<file path="src/rtl/btn_pulse_gen_pkg.sv">
// ----------------------------------------------------------------------------
// btn_pulse_gen_pkg
//   Shared definitions for the push-button pulse generator:
//   - FSM state encoding (IDLE=0, HOLD=1, DELAY=2, REPEAT=3)
//   - constant helper functions for sizing the debounce counter and timer
// ----------------------------------------------------------------------------
package btn_pulse_gen_pkg;

    typedef enum logic [1:0] {
        ST_IDLE   = 2'd0,
        ST_HOLD   = 2'd1,
        ST_DELAY  = 2'd2,
        ST_REPEAT = 2'd3
    } btn_state_e;

    // Bits needed to address v distinct values (0 for v <= 1).
    function automatic int unsigned clog2_fn(input int unsigned v);
        int unsigned r;
        r = 0;
        for (int unsigned i = 0; i < 32; i++) begin
            if ((64'd1 << i) < 64'(v)) begin
                r = i + 1;
            end
        end
        return r;
    endfunction

    function automatic int unsigned max_fn(input int unsigned a, input int unsigned b);
        return (a > b) ? a : b;
    endfunction

endpackage

</file>
<file path="src/rtl/btn_pulse_gen_debounce.sv">
// ----------------------------------------------------------------------------
// btn_pulse_gen_debounce
//   Synchroniser chain plus debounce counter for a raw push-button.
//   Ports:
//     clk      in  clock
//     rst_n    in  asynchronous active-low reset
//     btn_raw  in  raw button, asynchronous to clk, raw polarity
//     level    out debounced, normalised level (1 = pressed)
//     rise     out one-cycle strobe, registered with the 0->1 change of level
//     fall     out one-cycle strobe, registered with the 1->0 change of level
// ----------------------------------------------------------------------------
module btn_pulse_gen_debounce
    import btn_pulse_gen_pkg::*;
#(
    parameter int unsigned SYNC_STAGES     = 2,
    parameter int unsigned DEBOUNCE_CYCLES = 16,
    parameter int unsigned ACTIVE_LOW      = 0
) (
    input  logic clk,
    input  logic rst_n,
    input  logic btn_raw,
    output logic level,
    output logic rise,
    output logic fall
);

    localparam logic        RELEASED = (ACTIVE_LOW != 0) ? 1'b1 : 1'b0;
    localparam int unsigned CNT_W    = (clog2_fn(DEBOUNCE_CYCLES + 1) < 1) ? 1
                                       : clog2_fn(DEBOUNCE_CYCLES + 1);
    localparam logic [CNT_W-1:0] CNT_LAST = CNT_W'(DEBOUNCE_CYCLES - 1);

    logic [SYNC_STAGES-1:0] sync_chain_q, sync_chain_d;
    logic [CNT_W-1:0]       cnt_q, cnt_d;
    logic                   level_q, level_d;
    logic                   rise_q, rise_d;
    logic                   fall_q, fall_d;
    logic                   sync_level;

    // The chain carries raw polarity so reset can load the released level;
    // normalisation happens at the chain output.
    assign sync_level = sync_chain_q[SYNC_STAGES-1] ^ RELEASED;

    always_comb begin
        sync_chain_d = {sync_chain_q[SYNC_STAGES-2:0], btn_raw};
        cnt_d        = cnt_q;
        level_d      = level_q;
        rise_d       = 1'b0;
        fall_d       = 1'b0;
        if (sync_level == level_q) begin
            cnt_d = '0;
        end else if (cnt_q == CNT_LAST) begin
            // Stable for DEBOUNCE_CYCLES cycles: accept the new level.
            cnt_d   = '0;
            level_d = ~level_q;
            rise_d  = ~level_q;
            fall_d  = level_q;
        end else begin
            cnt_d = cnt_q + CNT_W'(1);
        end
    end

    always_ff @(posedge clk or negedge rst_n) begin
        if (!rst_n) begin
            sync_chain_q <= {SYNC_STAGES{RELEASED}};
            cnt_q        <= '0;
            level_q      <= 1'b0;
            rise_q       <= 1'b0;
            fall_q       <= 1'b0;
        end else begin
            sync_chain_q <= sync_chain_d;
            cnt_q        <= cnt_d;
            level_q      <= level_d;
            rise_q       <= rise_d;
            fall_q       <= fall_d;
        end
    end

    assign level = level_q;
    assign rise  = rise_q;
    assign fall  = fall_q;

endmodule

</file>
<file path="src/rtl/btn_pulse_gen.sv">
// ----------------------------------------------------------------------------
// btn_pulse_gen
//   Push-button front end for a counter enable: synchronise, debounce, emit a
//   one-cycle pulse per accepted press, and optionally auto-repeat while held.
//   Ports:
//     clk        in  clock
//     rst_n      in  asynchronous active-low reset
//     btn_raw    in  raw button, asynchronous to clk
//     repeat_en  in  arms auto-repeat; sampled at press acceptance and while held
//     pulse      out one-cycle strobe per accepted press and per repeat
//     level      out debounced, normalised button level
//     repeating  out high while in the REPEAT state
// ----------------------------------------------------------------------------
module btn_pulse_gen
    import btn_pulse_gen_pkg::*;
#(
    parameter int unsigned SYNC_STAGES     = 2,
    parameter int unsigned DEBOUNCE_CYCLES = 16,
    parameter int unsigned REPEAT_DELAY    = 1000,
    parameter int unsigned REPEAT_PERIOD   = 200,
    parameter int unsigned ACTIVE_LOW      = 0
) (
    input  logic clk,
    input  logic rst_n,
    input  logic btn_raw,
    input  logic repeat_en,
    output logic pulse,
    output logic level,
    output logic repeating
);

    if (SYNC_STAGES < 2 || DEBOUNCE_CYCLES < 1 ||
        REPEAT_DELAY < 1 || REPEAT_PERIOD < 1) begin : g_param_check
        $error("btn_pulse_gen: SYNC_STAGES must be >= 2 and cycle parameters >= 1");
    end

    localparam int unsigned TMR_MAX = max_fn(REPEAT_DELAY, REPEAT_PERIOD);
    localparam int unsigned TMR_W   = (clog2_fn(TMR_MAX + 1) < 1) ? 1
                                      : clog2_fn(TMR_MAX + 1);
    localparam logic [TMR_W-1:0] DELAY_LAST  = TMR_W'(REPEAT_DELAY - 1);
    localparam logic [TMR_W-1:0] PERIOD_LAST = TMR_W'(REPEAT_PERIOD - 1);

    logic deb_level;
    logic deb_rise;
    logic deb_fall;

    btn_pulse_gen_debounce #(
        .SYNC_STAGES     (SYNC_STAGES),
        .DEBOUNCE_CYCLES (DEBOUNCE_CYCLES),
        .ACTIVE_LOW      (ACTIVE_LOW)
    ) u_debounce (
        .clk     (clk),
        .rst_n   (rst_n),
        .btn_raw (btn_raw),
        .level   (deb_level),
        .rise    (deb_rise),
        .fall    (deb_fall)
    );

    btn_state_e       state_q, state_d;
    logic [TMR_W-1:0] timer_q, timer_d;
    logic             pulse_q, pulse_d;
    logic             level_q, level_d;
    logic             repeating_q, repeating_d;

    // The debounce strobes are registered, so the output stage adds one cycle;
    // level and the press pulse therefore appear on the same edge.
    always_comb begin
        state_d     = state_q;
        timer_d     = timer_q;
        pulse_d     = 1'b0;
        level_d     = deb_level;

        if (deb_fall) begin
            // Release has priority over any pending timer expiry.
            state_d = ST_IDLE;
            timer_d = '0;
        end else begin
            case (state_q)
                ST_IDLE: begin
                    if (deb_rise) begin
                        pulse_d = 1'b1;
                        state_d = repeat_en ? ST_DELAY : ST_HOLD;
                        timer_d = '0;
                    end
                end
                ST_HOLD: begin
                    // Only a fresh press can arm repeat.
                end
                ST_DELAY: begin
                    if (!repeat_en) begin
                        state_d = ST_HOLD;
                        timer_d = '0;
                    end else if (timer_q == DELAY_LAST) begin
                        pulse_d = 1'b1;
                        state_d = ST_REPEAT;
                        timer_d = '0;
                    end else begin
                        timer_d = timer_q + TMR_W'(1);
                    end
                end
                ST_REPEAT: begin
                    if (!repeat_en) begin
                        state_d = ST_HOLD;
                        timer_d = '0;
                    end else if (timer_q == PERIOD_LAST) begin
                        pulse_d = 1'b1;
                        timer_d = '0;
                    end else begin
                        timer_d = timer_q + TMR_W'(1);
                    end
                end
                default: begin
                    state_d = ST_IDLE;
                    timer_d = '0;
                end
            endcase
        end

        repeating_d = (state_d == ST_REPEAT);
    end

    always_ff @(posedge clk or negedge rst_n) begin
        if (!rst_n) begin
            state_q     <= ST_IDLE;
            timer_q     <= '0;
            pulse_q     <= 1'b0;
            level_q     <= 1'b0;
            repeating_q <= 1'b0;
        end else begin
            state_q     <= state_d;
            timer_q     <= timer_d;
            pulse_q     <= pulse_d;
            level_q     <= level_d;
            repeating_q <= repeating_d;
        end
    end

    assign pulse     = pulse_q;
    assign level     = level_q;
    assign repeating = repeating_q;

endmodule

</file>
<file path="config.mk">
export PLATFORM = sky130hd
export DESIGN_NAME = btn_pulse_gen
export DESIGN_NICKNAME = d
export VERILOG_FILES = /design/src/rtl/btn_pulse_gen_pkg.sv /design/src/rtl/btn_pulse_gen_debounce.sv /design/src/rtl/btn_pulse_gen.sv
export SDC_FILE = /design/constraint.sdc
export NUM_CORES = 1
export LEC_CHECK = 0
export BUFFER_PORTS_ARGS = -buffer_cell sky130_fd_sc_hd__buf_2
export CAP_MARGIN = 40
export CORE_MARGIN = 5
export CORE_UTILIZATION = 25
export CTS_CLUSTER_SIZE = 40
export DETAILED_ROUTE_END_ITERATION = 10
export PLACE_DENSITY = 0.47
export SYNTH_ARGS = -nofsm -noshare
export SYNTH_HDL_FRONTEND = slang
export SYNTH_SLANG_ARGS = --single-unit
</file>
<file path="constraint.sdc">
create_clock -name clk -period 1.9 [get_ports clk]
set_clock_uncertainty 0.05 [all_clocks]
set_input_delay 0.095 -clock clk [delete_from_list [all_inputs] [get_ports clk]]
set_output_delay 0.095 -clock clk [all_outputs]
set_load 0.01 [all_outputs]
</file>
[Word level (Yosys, flattened, before mapping)]
Index checks and enable logic that the tools add are counted.
Widths: inputs -> output; s select.
Word-level totals
  bits in registers: 25
  bits in latches: 0
  memory bits (writable): 0
  ROM bits: 0
  input port bits: 4
  output and inout port bits: 3
  word-level logic and storage cells: 53
  memories kept: 0
Operators by class
  add/sub/neg operators: 2
  $mul: 0
  divide/modulo/power cells: 0
  order comparisons: 0
  equal/unequal tests: 8
  shift operators: 0
  multiplexer cells: 27
  bitwise operators: 2
  reduce and logical (&&, ||, !) cells: 4
Operators by type and width (count)
  $mux 10: 6
  $pmux 10 s3: 1
  $mux 2: 6
  $add 10x1->10 const B: 1
  $eq 10x10->1 const B: 1
  $eq 10x8->1 const B: 1
  $mux 1: 10
  $mux 5: 2
  $eq 2x2->1 const B: 3
  $pmux 2 s3: 1
  $add 5x1->5 const B: 1
  $eq 5x4->1 const B: 1
  $reduce_and 2->1: 2
  $reduce_bool 4->1: 1
  $ne 3x1->1 const B: 1
  $pmux 1 s3: 1
  $logic_not 2->1: 1
  $not 1->1: 2
  $eq 1x1->1: 1

[Logic depth before layout (Yosys ltp)]
Gate-level depths: netlist of run 1.
  depth in word-level cells: 6
  depth in mapped cells: 7
  mapped depth without buffers: 6

[Cells and area by module]
From an unflattened synthesis of run 1, not the netlist that was laid out.
Unflattened totals
  cells, all modules: 105
  area, all modules: 1166.1 um^2
Modules (own cells, without submodules)
  btn_pulse_gen: instances 1, cells an instance 79, area an instance 783.3 um^2, seq. area each 375.4 um^2
  btn_pulse_gen_debounce: instances 1, cells an instance 26, area an instance 382.9 um^2, seq. area each 250.2 um^2

[Worst setup path before layout of run 1]
Ideal clock, no wire load.
  path kind: register to register
  start point: reg state_q[0]
  end point: reg timer_q[9]
  library setup time: 0.078 ns
  arrival: 1.601 ns
  required time: 1.772 ns
  slack: 0.172 ns
  stages on the path, launching flop included: 7
  path buffers: 0
  period minus slack after synthesis: 1.728 ns
  cells stage by stage: dfrtp_1 > inv_1 > ha_1 > nand2b_1 > a21oi_2 > or4b_1 > a21oi_1
On the way
  cells in the longest elaborated chain, start to end: 3
  elaborated cells on any way between the ends: 8
  those cells by class: eq/ne (3); mux (2); reduce/logical (3)
RTL lines
  from (decl): RTL line btn_pulse_gen.sv:60  | btn_state_e state_q, state_d;
  from (signal assigned): RTL line btn_pulse_gen.sv:131  | state_q <= state_d;
  $eq 2x2->1 or $logic_not 2->1 (tied branches): RTL line btn_pulse_gen.sv:79  | case (state_q)
  $pmux 10 s3 (tied with other cells): RTL line btn_pulse_gen.sv:79
  $mux 10 or $reduce_and 2->1 (tied branches)
  to (signal assigned): RTL line btn_pulse_gen.sv:132  | timer_q <= timer_d;
  to (decl): RTL line btn_pulse_gen.sv:61  | logic [TMR_W-1:0] timer_q, timer_d;
Several ways; a longest one is shown, not always the timed one.
A chain may end at the register's enable or synchronous reset.

[Worst setup path in the final report of run 1]
  start point: reg timer_q[1]
  end point: reg repeating_q (netlist: repeating)
On the way
  cells in the longest elaborated chain, start to end: 6
RTL lines
  $eq 10x10->1: RTL line btn_pulse_gen.sv:94  | end else if (timer_q == DELAY_LAST) begin
  $mux 2: RTL line btn_pulse_gen.sv:94
  $mux 2: RTL line btn_pulse_gen.sv:91  | if (!repeat_en) begin
  $pmux 2 s3: RTL line btn_pulse_gen.sv:79
  $mux 2: RTL line btn_pulse_gen.sv:74  | if (deb_fall) begin
  $eq 2x2->1: RTL line btn_pulse_gen.sv:120  | repeating_d = (state_d == ST_REPEAT);
  via repeating_d: RTL line btn_pulse_gen.sv:64  | logic repeating_q, repeating_d;
  to (signal assigned): RTL line btn_pulse_gen.sv:135  | repeating_q <= repeating_d;
  to (decl): RTL line btn_pulse_gen.sv:64
The timed path passes the listed nets, and every way through them passes these cells.

==> results by group, run 1 <==
Power
  – Clk pwr share: 24.5%
  – Internal portion of total power: 906 µW
  – IR Drop Worst-Case VDD: 0.288 mV
  – Static Leakage: 0.736 nW
  – PwrDens: 847 mW/mm²
  – Sequential cell fraction of total power: 41.7%
  – Proportion of total power due to net switching: 32.6%
  – Combinational cell fraction of total power: 33.8%
  – Sw power: 438 µW

Clock tree
  – Post-CTS Repair Setup Buffers: 0
  – Inserted Clock Buffers: 3
  – CTS H-tree lvls: 1
  – CTS root buf: clkbuf_8
  – TritonCTS clock tree: built
  – Number of clock sinks: 25
  – Clk_lat worst skew: 0.27 ns
  – Clk slew on worst S/H paths: 0.10 ns
  – Number of buffers on the longest clock path: 2

Floorplanning
  – IO Pins: 7
  – Die Ht: 82.6 µm
  – Die outline area: 0.00683 mm²
  – Effective utilization at floorplan: 25.8%
  – Core footprint: 0.00511 mm²
  – Number of placement rows: 26
  – Die Width: 82.6 µm

Yosys
  – Post-synth ARST share: 100%
  – Fraction of the yosys area taken by sequential cells: 47.4%
  – Top-area cell type share of the netlist area: 47.4%
  – Predominant post-synthesis flop cell: dfrtp_1
  – Synthesized area per cell: 9.99 µm²
  – Yosys synthesis warning count: 0
  – Synth Net Count: 142
  – Cell accounting for the most synthesized area: dfrtp_1
  – Main area contributors after synthesis: dfrtp_1, ha_1, nand2_1, nor2_1, o211a_1
  – Yosys reg bits: 25
  – Post-synthesis instance area: 0.00132 mm²
  – Number of synthesized flops with an enable pin: 0
  – Cell count after synthesis: 132
  – Synth unique cells: 38

Setup path
  – Worst-path maximum fanout: 4
  – Worst R2R Setup Slack: 0.07 ns
  – End of the critical path: repeating$_DFF_PN0_
  – Type of the worst setup path: reg2reg
  – Critical Path RT: 2.00 ns
  – Critical path arrival: 1.93 ns
  – Startpoint type of the worst setup path: flip-flop
  – Launch point of the worst reg-to-reg path: timer_q[1]$_DFFE_PN0P_
  – Depth of the worst register-to-register path: 6
  – FF-to-FF End: repeating$_DFF_PN0_
  – Startpoint of the most critical setup path: timer_q[1]$_DFFE_PN0P_
  – Element type at the critical path end: flip-flop

Placement
  – Gp weighted congestion: 0.797
  – Placed cell areas: 0.00151 mm²
  – DPL Wire Length: 1980 µm
  – Number of port buffers: 6
  – Pre-CTS WS: 0.0231 ns

Timing
  – Max-slew violations: 0
  – Slew at the pin with the worst max-slew slack: 0.576 ns
  – Post-route clock period utilization: 96.3%
  – Setup repair after global routing missed its margin: yes
  – Worst max-slew margin expressed relative to the limit: 61.6%
  – Final Hold Viols: 0
  – Minimum setup slack in the final design: 0.0705 ns
  – Final min period: 1.83 ns
  – Maximum operating frequency: 0.547 GHz
  – Final setup violation count: 0

Final layout
  – Fin area: 0.00159 mm²
  – Ratio of cells with drive above 1 in the final layout: 17.0%
  – N_diodes: 0
  – Area growth syn-to-layout: 20.4%
  – Final design utilization: 31.1%
  – Layout Nets: 164

Status
  – Result of the run: complete, no violations

Drt
  – Detail-routed net length per standard cell: 12.3 µm
  – Average vias per placed instance: 4.76
  – Final ANT Viol Nets: 0
  – Detailed-router iteration count before antenna repair: 8
  – Drt total wl: 2750 µm
  – Starting DRC count in detailed routing: 37
  – Vias after detailed routing: 1061
  – Drc violations: 0

Global routing
  – Total Routing Usage GR: 9.27%
  – Via count of the first global-routing pass: 1061
  – Wire length of the first global-routing pass: 4970 µm
  – Busiest grt layer: met2
  – GRT met2 Usage: 15.2%
  – Met3 track demand over resource: 1.95%
  – Total congestion overflow: 0
  – Largest net degree at the start of global routing: 26
  – GR Layer Usage met1: 12.7%
  – Initial antenna violation count: 0

Job
  – Max cap viols: 0

Min path
  – Worst hold path type: in2reg
## area by class of cell
type                       instances  area [µm²]
clock inverter                     1        7.51
inverter                           5        18.8
tap                               70        87.6
timing repair buffer              19         133
clock buffer                       3        41.3
sequential                        25         626
multi-input combinational        100         674
fill                             553        3520
## timing repair
| action | in CTS | in global routing |
|---|---|---|
| resized for setup | 1 | 3 |
| endpoints found under the hold margin | 26 | 0 |
| pin swaps | 0 | 1 |
| hold buffers | 2 | 0 |
| endpoints found under the setup margin | 1 | 3 |
## critical path: stages (launching register included)
cell and delay [ns]:
dfrtp_1 0.43, ha_1 0.24, nand4bb_1 0.21, o311ai_1 0.11, a2111oi_1 0.44, buf_4 0.19, a211oi_1 0.04
## stage by stage
step	hold slack (ns)	TNS [ns]	cells	total power [mW]
floorplan	-0.251	0	132	0.842
global placement	0.0816	0	217	0.990
detailed placement	0.0866	0	217	0.997
CTS	0.217	0	223	1.34
global route	0.240	-0.0445	223	1.44
finish	0.226	0	223	1.34
## flip-flops by register name, indices dropped and copies added (netlist names)
name	count
timer_q	10
u_debounce.sync_chain_q	2
state_q	2
u_debounce.fall	1
u_debounce.rise	1
u_debounce.cnt_q	5
repeating	1
u_debounce.level	1
level	1
pulse	1
## cell usage in the layout (no fill, tap or decap), types with 5 or more instances in the layout
cell type  count
dfrtp_1       25
nand2_1       12
nor2_1        12
buf_4         11
nand3_1        7
ha_1           6
buf_2          6
inv_1          5
o21ai_0        5
nor3_1         5
a21oi_1        5
## per-layer routing
metal	wire length (µm)	part of all wire, %	vias to the layer above
met2	1290	47	22
li1	-	-	525
met5	0	0	-
met1	1350	49	510
met3	101	3.7	4
met4	11	0.40	0
## synth_stat cells, types with 2 or more instances
library cell	n
buf_2	2
nor2_1	12
o21ai_0	5
a21oi_1	5
a211oi_1	2
dfrtp_1	25
a21o_1	2
and3_1	4
inv_1	5
xor2_1	3
or3_1	2
nor3b_1	3
nor4_1	2
nor3_1	5
ha_1	6
nand3_1	7
and2_1	3
mux2i_1	2
nand2b_1	3
nand2_1	12
a31oi_1	2
o211a_1	4
## how the worst min path moves through the flow
stage | to | from | cells after the start
finish | pulse$_DFF_PN0_ | repeat_en | 4
CTS | pulse$_DFF_PN0_ | repeat_en | 4
global route | pulse$_DFF_PN0_ | repeat_en | 4
detailed placement | pulse$_DFF_PN0_ | rst_n | 1
global placement | pulse$_DFF_PN0_ | rst_n | 1
floorplan | level$_DFF_PN0_ | rst_n | 0
## logic make-up (layout without fill, tap and decap cells)
kind of cell               after synthesis  in the layout  synth area share (%)
and+or+nand+nor                         61             61                  25.8
AOI/OAI and AO/OA                       27             27                  14.5
DFF                                     25             25                  47.4
buffers and inverters                    7             28                  2.18
adders and majority gates                6              6                  5.69
xor gates and xnor gates                 3              3                  1.99
muxes                                    3              3                  2.37
## power groups by stage
| stage | sequential, mW | combinational, mW | clock (mW) |
|---|---|---|---|
| final | 0.561 | 0.454 | 0.330 |
| after global routing | 0.564 | 0.511 | 0.360 |
| after CTS | 0.561 | 0.435 | 0.342 |
| after detailed placement | 0.572 | 0.425 | 0 |
| after global placement | 0.571 | 0.419 | 0 |
| after floorplan | 0.575 | 0.267 | 0 |
Power figures use the tool's default switching activity.
==> inputs of run 2 (changes only) <==
--- a/config.mk
+++ b/config.mk
@@ -9,6 +9,7 @@
 export CAP_MARGIN = 40
 export CORE_MARGIN = 5
 export CORE_UTILIZATION = 25
+export CTS_BUF_LIST = sky130_fd_sc_hd__clkbuf_4 sky130_fd_sc_hd__clkbuf_8
 export CTS_CLUSTER_SIZE = 40
 export DETAILED_ROUTE_END_ITERATION = 10
 export PLACE_DENSITY = 0.47
==> constraint.sdc (replaced) <==
create_clock -name clk -period 2.2 [get_ports clk]
set_clock_uncertainty 0.05 [all_clocks]
set_input_delay 0.11 -clock clk [delete_from_list [all_inputs] [get_ports clk]]
set_output_delay 0.11 -clock clk [all_outputs]
set_load 0.01 [all_outputs]
==> run 2 against run 1 <==
Global-route usage shrank 0.50 points. Hold slack gained 0.013 ns. Final area shrank 5.4%. First-iteration DRC count shrank 16%. Maximum frequency shrank 6.7%. Wire length shrank 4.5%. Critical path type unchanged.
==> results by group, run 2 (synthesis gave the netlist of run 1 again) <==
Min path
  – Worst Min Path Start: repeat_en
  – Worst hold path type: in2reg
  – Number of cells on the worst hold path: 4 (unchanged)
  – End point of the most critical hold path: pulse$_DFF_PN0_

Global routing
  – Total congestion overflow: 0 (unchanged)
  – Wire length of the first global-routing pass: 4550 µm (-8.6%)
  – Via count of the first global-routing pass: 1015 (-4.3%)
  – Initial antenna violation count: 0 (unchanged)
  – Total Routing Usage GR: 8.77% (-0.50 points)
  – Largest net degree at the start of global routing: 26 (unchanged)

Setup path
  – Worst-path maximum fanout: 8 (+4)
  – Element type at the critical path end: flip-flop
  – Depth of the worst register-to-register path: 6 (unchanged)
  – Cells traversed along the worst timing path: inv_1 -> ha_1 -> nand2b_1 -> a21oi_2 -> nor4_4 -> nor4_1
  – Cell type of the slowest stage on the worst timing path: nor4_4
  – Type of the worst setup path: reg2reg
  – Worst R2R Setup Slack: 0.24 ns (+0.17 ns)
  – Launch point of the worst reg-to-reg path: state_q[0]$_DFF_PN0_
  – Critical path arrival: 2.05 ns (+0.12 ns)
  – Critical Path RT: 2.29 ns (+0.29 ns)
  – Crit path largest cell delay: 0.52 ns (+0.08 ns)
  – Startpoint type of the worst setup path: flip-flop
  – Top Family by Delay on Critical Path: simple AND/OR/NAND/NOR gates
  – FF-to-FF End: timer_q[4]$_DFFE_PN0P_
  – Buffers plus inverters on the worst setup path: 1 (unchanged)

Timing
  – Final min period: 1.96 ns (+0.130 ns)
  – Maximum operating frequency: 0.510 GHz (-6.7%)
  – Setup repair after global routing missed its margin: no
  – Post-route clock period utilization: 89.1% (-7.2 points)
  – Slew at the pin with the worst max-slew slack: 0.624 ns (+0.0482 ns)
  – Final Hold Viols: 0 (unchanged)
  – Final setup violation count: 0 (unchanged)
  – Max-slew violations: 0 (unchanged)
  – Worst max-slew margin expressed relative to the limit: 57.3% (-4.3 points)
  – Setup total negative slack: 0 ns (unchanged)

Power
  – IR Drop Worst-Case VDD: 0.249 mV (-13%)
  – Post-route total power: 1.07 mW (-20%)
  – Static Leakage: 0.686 nW (-6.8%)
  – PwrDens: 713 mW/mm² (-16%)

Drt
  – Drc violations: 0 (unchanged)
  – Detail-routed net length per standard cell: 12.3 µm (about the same)
  – Vias after detailed routing: 1015 (-4.3%)
  – Final ANT Viol Nets: 0 (unchanged)
  – Drt total wl: 2630 µm (-4.5%)
  – Average vias per placed instance: 4.77 (+0.16%)
  – Detailed-router iteration count before antenna repair: 4 (-4)
  – Starting DRC count in detailed routing: 31 (-16%)

Floorplanning
  – Core footprint: 0.00511 mm² (unchanged)
  – Effective utilization at floorplan: 25.8% (unchanged)
  – Die outline area: 0.00683 mm² (unchanged)
  – Number of placement rows: 26 (unchanged)
  – Die Ht: 82.6 µm (unchanged)
  – Die Width: 82.6 µm (unchanged)
  – IO Pins: 7 (unchanged)

Placement
  – Number of port buffers: 6 (unchanged)
  – Gp weighted congestion: 0.823 (+3.3%)
  – DPL Wire Length: 1890 µm (-4.9%)
  – Count of placed standard cells including taps: 207 (-4.6%)

Clock tree
  – Clk slew on worst S/H paths: 0.09 ns (about the same)
  – CTS H-tree lvls: 1 (unchanged)
  – TritonCTS clock tree: built
  – Clk_lat worst skew: 0.28 ns (about the same)
  – Number of gates resized after cts: 0 (-1)
  – Inserted Clock Buffers: 3 (unchanged)
  – Number of buffers on the longest clock path: 2 (unchanged)
  – Post-CTS Repair Setup Buffers: 0 (unchanged)
  – CTS root buf: clkbuf_8
  – Number of clock sinks: 25 (unchanged)

Final layout
  – Ratio of cells with drive above 1 in the final layout: 10.5% (-6.5 points)
  – Area growth syn-to-layout: 13.9%
  – Number of flip-flops in the largest register: 10 (unchanged)
  – N_diodes: 0 (unchanged)
  – Layout Nets: 154 (-6.1%)
  – Final non-filler cell total: 213 (-4.5%)
  – Leading cell type in the layout, fill and taps excluded: dfrtp_1
  – Largest registers: timer_q (10), u_debounce.cnt_q (5)
  – Highest-count cells in the layout ignoring fill and taps: dfrtp_1, nand2_1, nor2_1, nand3_1
  – Largest register by flop count: timer_q

Status
  – Result of the run: complete, no violations

Job
  – Max cap viols: 0 (unchanged)
-- run 2: changes by cell type in the layout (fill, tap and decap cells not counted) --
cell       before  now
buf_4          11    1
a2111oi_0       0    1
a2111oi_1       1    0
a21o_1          1    2
a21o_2          1    0
a21oi_2         0    1
a21oi_4         1    0
o311ai_0        0    1
o311ai_1        1    0
-- run 2: repair_timing --
action | 4_1_cts | 5_1_grt
hold buffers | 2 | 0
hold endpoints to repair | 26 | 0
endpoints found under the setup margin | 0 | 0
-- run 2: cell type report --
| class | count | area (µm²) |
|---|---|---|
| Tap cell | 70 | 87.6 |
| Fill cell | 539 | 3600 |
| Clock buffer | 3 | 41.3 |
| Inverter | 5 | 18.8 |
| Timing Repair Buffer | 9 | 57.6 |
| Multi-Input combinational cell | 100 | 664 |
| Sequential cell | 25 | 626 |
| Clock inverter | 1 | 7.51 |
-- run 2: worst max-delay path by stage --
stage                                    start                endpoint  cells after the start
after detailed placement  state_q[0]$_DFF_PN0_  timer_q[4]$_DFFE_PN0P_                      6
final                     state_q[0]$_DFF_PN0_  timer_q[4]$_DFFE_PN0P_                      6
after global placement    state_q[0]$_DFF_PN0_  timer_q[4]$_DFFE_PN0P_                      6
after global routing      state_q[0]$_DFF_PN0_  timer_q[4]$_DFFE_PN0P_                      6
after floorplan           state_q[0]$_DFF_PN0_  timer_q[9]$_DFFE_PN0P_                      6
after CTS                 state_q[0]$_DFF_PN0_  timer_q[4]$_DFFE_PN0P_                      6
-- run 2: per-layer routing --
layer	track usage, %	vias up	wire length, µm
met1	10.9	493	1230
met3	2.17	5	98
met5	0	-	0
met2	14.5	15	1260
met4	3.59	0	36
li1	-	502	-
-- run 2: through the flow --
step | instance area (µm²) | hold WS (ns) | worst slack [ns] | util, %
after floorplan | 1320 | -0.236 | 0.472 | -
after global placement | 1430 | 0.101 | 0.242 | 28.1
after detailed placement | 1430 | 0.0993 | 0.236 | 28.1
after CTS | 1500 | 0.234 | 0.219 | 29.4
after global routing | 1500 | 0.270 | 0.0493 | 29.4
final | 1500 | 0.239 | 0.240 | 29.4
-- run 2: worst register-to-register path: cells and delay by family, from the launching register on --
| family | cells | cell delay, ns |
|---|---|---|
| AND/OR/NAND/NOR | 3 | 0.81 |
| flip-flops | 1 | 0.43 |
| adder cells (fa/ha/maj) | 1 | 0.27 |
| AO/OA/AOI/OAI | 1 | 0.14 |
| buffers and inverters | 1 | 0.13 |
-- run 2: where the power goes --
part	internal, mW	leakage (nW)	switching [mW]
clock	0.129	0.0217	0.159
combinational	0.107	0.324	0.187
sequential	0.476	0.340	0.0151
